$ cat src/rtl/aes_key_unexpand.sv
// Reverse AES-128 key schedule. Takes the round-10 key and walks the schedule
// backwards, presenting round keys 10 down to 0 on a valid/ready stream, one per
// accepted beat. Only the current round key is stored.
module aes_key_unexpand #(
    parameter int unsigned NROUNDS = 10
) (
    input  logic         clk,
    input  logic         rst_n,
    input  logic         key_valid,
    output logic         key_ready,
    input  logic [127:0] key_in,
    output logic         rk_valid,
    input  logic         rk_ready,
    output logic [127:0] rk_out,
    output logic [3:0]   rk_idx,
    output logic         rk_last,
    output logic         busy
);

    // Only the AES-128 schedule (10 rounds) is implemented.
    if (NROUNDS != 10) begin : g_bad_nrounds
        $error("aes_key_unexpand: only NROUNDS = 10 is supported");
    end

    typedef enum logic {
        st_idle,
        st_run
    } state_t;

    state_t         state_q, state_d;
    logic [127:0]   rk_q, rk_d;
    logic [3:0]     idx_q, idx_d;
    logic [127:0]   rk_prev;
    logic [7:0]     rcon;

    // GF(2^8) multiply modulo x^8 + x^4 + x^3 + x + 1.
    function automatic logic [7:0] gf_mul(input logic [7:0] a, input logic [7:0] b);
        logic [7:0] p;
        logic [7:0] aa;
        p  = 8'h00;
        aa = a;
        for (int i = 0; i < 8; i++) begin
            if (b[i]) begin
                p = p ^ aa;
            end
            aa = {aa[6:0], 1'b0} ^ (aa[7] ? 8'h1b : 8'h00);
        end
        return p;
    endfunction

    // Forward S-box: multiplicative inverse (x^254, which maps 0 to 0) then affine map.
    function automatic logic [7:0] sbox(input logic [7:0] x);
        logic [7:0] sq;
        logic [7:0] inv;
        sq  = x;
        inv = 8'h01;
        for (int i = 1; i < 8; i++) begin
            sq  = gf_mul(sq, sq);
            inv = gf_mul(inv, sq);
        end
        return inv ^ {inv[6:0], inv[7]} ^ {inv[5:0], inv[7:6]} ^
               {inv[4:0], inv[7:5]} ^ {inv[3:0], inv[7:4]} ^ 8'h63;
    endfunction

    function automatic logic [31:0] subword(input logic [31:0] w);
        return {sbox(w[31:24]), sbox(w[23:16]), sbox(w[15:8]), sbox(w[7:0])};
    endfunction

    // Round constant used to derive round idx_q from round idx_q - 1.
    always_comb begin
        rcon = 8'h00;
        unique case (idx_q)
            4'd1:    rcon = 8'h01;
            4'd2:    rcon = 8'h02;
            4'd3:    rcon = 8'h04;
            4'd4:    rcon = 8'h08;
            4'd5:    rcon = 8'h10;
            4'd6:    rcon = 8'h20;
            4'd7:    rcon = 8'h40;
            4'd8:    rcon = 8'h80;
            4'd9:    rcon = 8'h1b;
            4'd10:   rcon = 8'h36;
            default: rcon = 8'h00;
        endcase
    end

    // Previous round key; the recovered w3 feeds SubWord(RotWord()) for w0.
    always_comb begin
        logic [31:0] w0, w1, w2, w3;
        logic [31:0] p0, p1, p2, p3;
        w0 = rk_q[127:96];
        w1 = rk_q[95:64];
        w2 = rk_q[63:32];
        w3 = rk_q[31:0];
        p3 = w3 ^ w2;
        p2 = w2 ^ w1;
        p1 = w1 ^ w0;
        p0 = w0 ^ subword({p3[23:0], p3[31:24]}) ^ {rcon, 24'h000000};
        rk_prev = {p0, p1, p2, p3};
    end

    // Next-state: load on key handshake, step back one round per output handshake.
    always_comb begin
        state_d = state_q;
        rk_d    = rk_q;
        idx_d   = idx_q;
        unique case (state_q)
            st_idle: begin
                if (key_valid) begin
                    rk_d    = key_in;
                    idx_d   = 4'd10;
                    state_d = st_run;
                end
            end
            st_run: begin
                if (rk_ready) begin
                    if (idx_q == 4'd0) begin
                        state_d = st_idle;
                    end else begin
                        rk_d  = rk_prev;
                        idx_d = idx_q - 4'd1;
                    end
                end
            end
            default: state_d = st_idle;
        endcase
    end

    // State registers with synchronous active-low reset.
    always_ff @(posedge clk) begin
        if (!rst_n) begin
            state_q <= st_idle;
            rk_q    <= '0;
            idx_q   <= '0;
        end else begin
            state_q <= state_d;
            rk_q    <= rk_d;
            idx_q   <= idx_d;
        end
    end

    // Outputs decoded from state.
    always_comb begin
        key_ready = (state_q == st_idle);
        rk_valid  = (state_q == st_run);
        busy      = (state_q == st_run);
        rk_out    = rk_q;
        rk_idx    = idx_q;
        rk_last   = (state_q == st_run) && (idx_q == 4'd0);
    end

endmodule

$ cat config.mk
export PLATFORM = sky130hd
export DESIGN_NAME = aes_key_unexpand
export DESIGN_NICKNAME = d
export VERILOG_FILES = /design/src/rtl/aes_key_unexpand.sv
export SDC_FILE = /design/constraint.sdc
export NUM_CORES = 2
export LEC_CHECK = 0
export ABC_CLOCK_PERIOD_IN_PS = 21000
export BUFFER_PORTS_ARGS = -buffer_cell sky130_fd_sc_hd__clkbuf_2
export CORE_MARGIN = 5
export CORE_UTILIZATION = 55
export CTS_BUF_LIST = sky130_fd_sc_hd__clkbuf_8
export CTS_CLUSTER_DIAMETER = 200
export CTS_CLUSTER_SIZE = 25
export DETAILED_ROUTE_END_ITERATION = 10
export GPL_ROUTABILITY_DRIVEN = 0
export PLACE_DENSITY = 0.84
export SLEW_MARGIN = 0
export SYNTH_ARGS = -nofsm -noshare
export SYNTH_HDL_FRONTEND = slang
export SYNTH_SLANG_ARGS = --single-unit
$ cat constraint.sdc
create_clock -name clk -period 21 [get_ports clk]
set_clock_uncertainty 0.05 [all_clocks]
set_input_delay 5.25 -clock clk [delete_from_list [all_inputs] [get_ports clk]]
set_output_delay 5.25 -clock clk [all_outputs]
set_load 0.02 [all_outputs]
==> impl_metrics.toml <==
[worst_hold_path]
whs_path_depth = 2
hp-class = "reg2reg"

[finish]
area_growth_syn_to_layout_pct = 5.40
nFillCells = 10019
final_cell_mix = "xnor2_1, nor2_1, nand2_1, o21ai_0, a21oi_1"
final_common_cell = "xnor2_1"
layout-drive-gt1-share = 0.107
final_cell_area_um2 = 66400
fin_nets = 8493

[global_routing]
grt_pass1_wl_mm = 317
antenna_found_initial = 10
grtUsageTotal = 0.311
grt_max_degree = 103
grt_overflow = 0
grt_pass1_vias = 59204

[logic_synthesis]
synthCells = 8353
synth.avg_cell_area_um2 = 7.54
synth-main-ff-cell = "dfxtp_1"
netlist_area_um2 = 63000
synthArstFlopShare = 0
yosysTopAreaCell = "xnor2_1"
synth_top_area_share = 0.205
synth_edf_count = 0
synth_nets = 8510
yosysUniqueCellTypes = 113
ys_seq_area_frac = 0.0448
synth_area_leaders = "xnor2_1, xnor3_1, nor2_1, xor2_1, nand2_1"
synth-seq-cells = 141
yosysWarningCount = 0

[setup_path]
worstPathArrival_ns = 20.38
cp-start-kind = "register"
max_stage_delay_ns = 0.92
cp.required_ns = 21.48
critPathCaptureType = "register"
cp_slowest_cell = "nor2_1"
path_class = "reg2reg"
r2r_slack_ns = 1.10
reg2reg_depth = 54
critPathMaxFanout = 30
critPathMostFrequentCell = "xnor3_1"

[cts]
cts_tree = "done"
clkLatencyLatePin_ns = 0.60
clockBufferDepth = 2
clkSinkCount = 141
postCtsSetupRepairBufs = 0
clk_pin_slew_ns = 0.10
cts_htree_levels = 4
cts_root_buf = "clkbuf_8"
cts_buffers = 17

[detailed_routing]
vias_per_cell = 6.40
routedWlPerCell_um = 20.3
vias = 63162
dr.pass1.iters = 10
routed_wl_mm = 200
drcViolationCount = 0
ant_nets = 0
drt_iter0_drc = 8251

[placement]
dp_hpwl_mm = 149
placed_area_um2 = 66000
port_buffers = 267

[run]
drv_cap = 0

[die]
core_um2 = 114000
placementRows = 124
die_h_um = 348
design.die.area_um2 = 121000
start_util = 0.552
ioPinCount = 268
die_x_um = 348

[timing]
slew_violations = 0
rsz0062_at_grt = "no"
worstMarginPinSlew_ns = 1.40
fin_crit_ns = 19.90
finalSetupViolCount = 0
max_freq_ghz = 0.0503
period_share = 0.948
setup_tns_ns = 0
relSlewSlack = 0.0577
finalHoldViolCount = 0

[run_status]
status = "complete, no violations"
-- path summary, 6_finish.rpt --
path,startpoint,to
setup / recovery,rk_out[47],rk_out[112]
setup reg to reg,rk_out[47],rk_out[112]
hold / removal,rk_out[99],rk_out[99]
hold reg to reg,rk_out[99],rk_out[99]
-- cell families (layout without fill, tap and decap cells) --
family	Yosys count	count (layout)	synth area share
compound gates	1844	1844	0.188
xor+xnor	2468	2468	0.466
fa+ha+maj	32	32	0.00608
buf+inv	635	631	0.0422
flops	141	141	0.0448
mux	269	269	0.0444
other cells	0	5	0
simple gates	2964	2964	0.208
-- critical path, delay by kind of cell, from the launching register on --
kind            cells  cell delay, ns
mux                 1            0.37
buf+inv             5            1.95
simple gates       10            2.90
fa+ha+maj           3            1.68
compound gates      8            1.02
flops               1            0.40
xor+xnor           27           11.41
-- area by class of cell --
class	instances	area, um2	share of cell area
diodes	5	12.5	0.000188
clock buffers	17	234	0.00352
clock inverters	15	169	0.00254
inverters	100	383	0.00577
multi-input cells	7577	57800	0.871
flip-flops and latches	141	2830	0.0426
well taps	1512	1890	0.0285
repair buffers	499	3080	0.0464
-- metrics by stage --
stage	utilization	worst slack, ns	hold WS, ns	std cells
4_1_cts	0.582	1.50	0.471	9861
3_3_place_gp	0.579	2.03	0.433	9829
6_report	0.582	1.10	0.473	9866
3_5_place_dp	0.579	1.66	0.455	9829
5_1_grt	0.582	0.0582	0.502	9862
2_1_floorplan	-	5.05	0.500	8353
-- flip-flops by register name (all words and copies together) (netlist names) --
name    cells
rk_out    128
busy        1
rk_idx      4
rcon        8
-- timing repair --
item | CTS | global route
hold buffers | 0 | 0
setup endpoints to repair | 0 | 2
resized for setup | 0 | 1
-- cell usage after synthesis (all sizes together), types with 25 or more instances --
cell and count:
o21a 42, a31oi 77, nor2 1253, o221ai 30, o22ai 93, nor3b 32, nor4 41, a221oi 25
ha 25, a211oi 79, mux2 48, and3 45, xor3 62, o21ai 526, buf 173, or3 44
xnor2 1577, nor3 218, nor2b 56, o2bb2ai 36, xnor3 407, a22oi 115, o32ai 26, nand2b 54
a21boi 35, and2 116, inv 92, mux2i 219, nand3 184, or2 42, nand2 801, a21oi 433
dfxtp 141, xor2 422, clkbuf 361, o211ai 46, o31ai 27
-- metal layers --
| layer | GRT usage | up-vias | share of wire |
|---|---|---|---|
| li1 | - | 29011 | - |
| met1 | 0.418 | 29562 | 0.39 |
| met2 | 0.488 | 3997 | 0.44 |
| met3 | 0.0689 | 590 | 0.12 |
| met4 | 0.125 | 2 | 0.041 |
| met5 | 0 | - | 0.000035 |
Power is not shown: default switching activity piles up to over one toggle a cycle in this logic, so the estimate is an artifact.
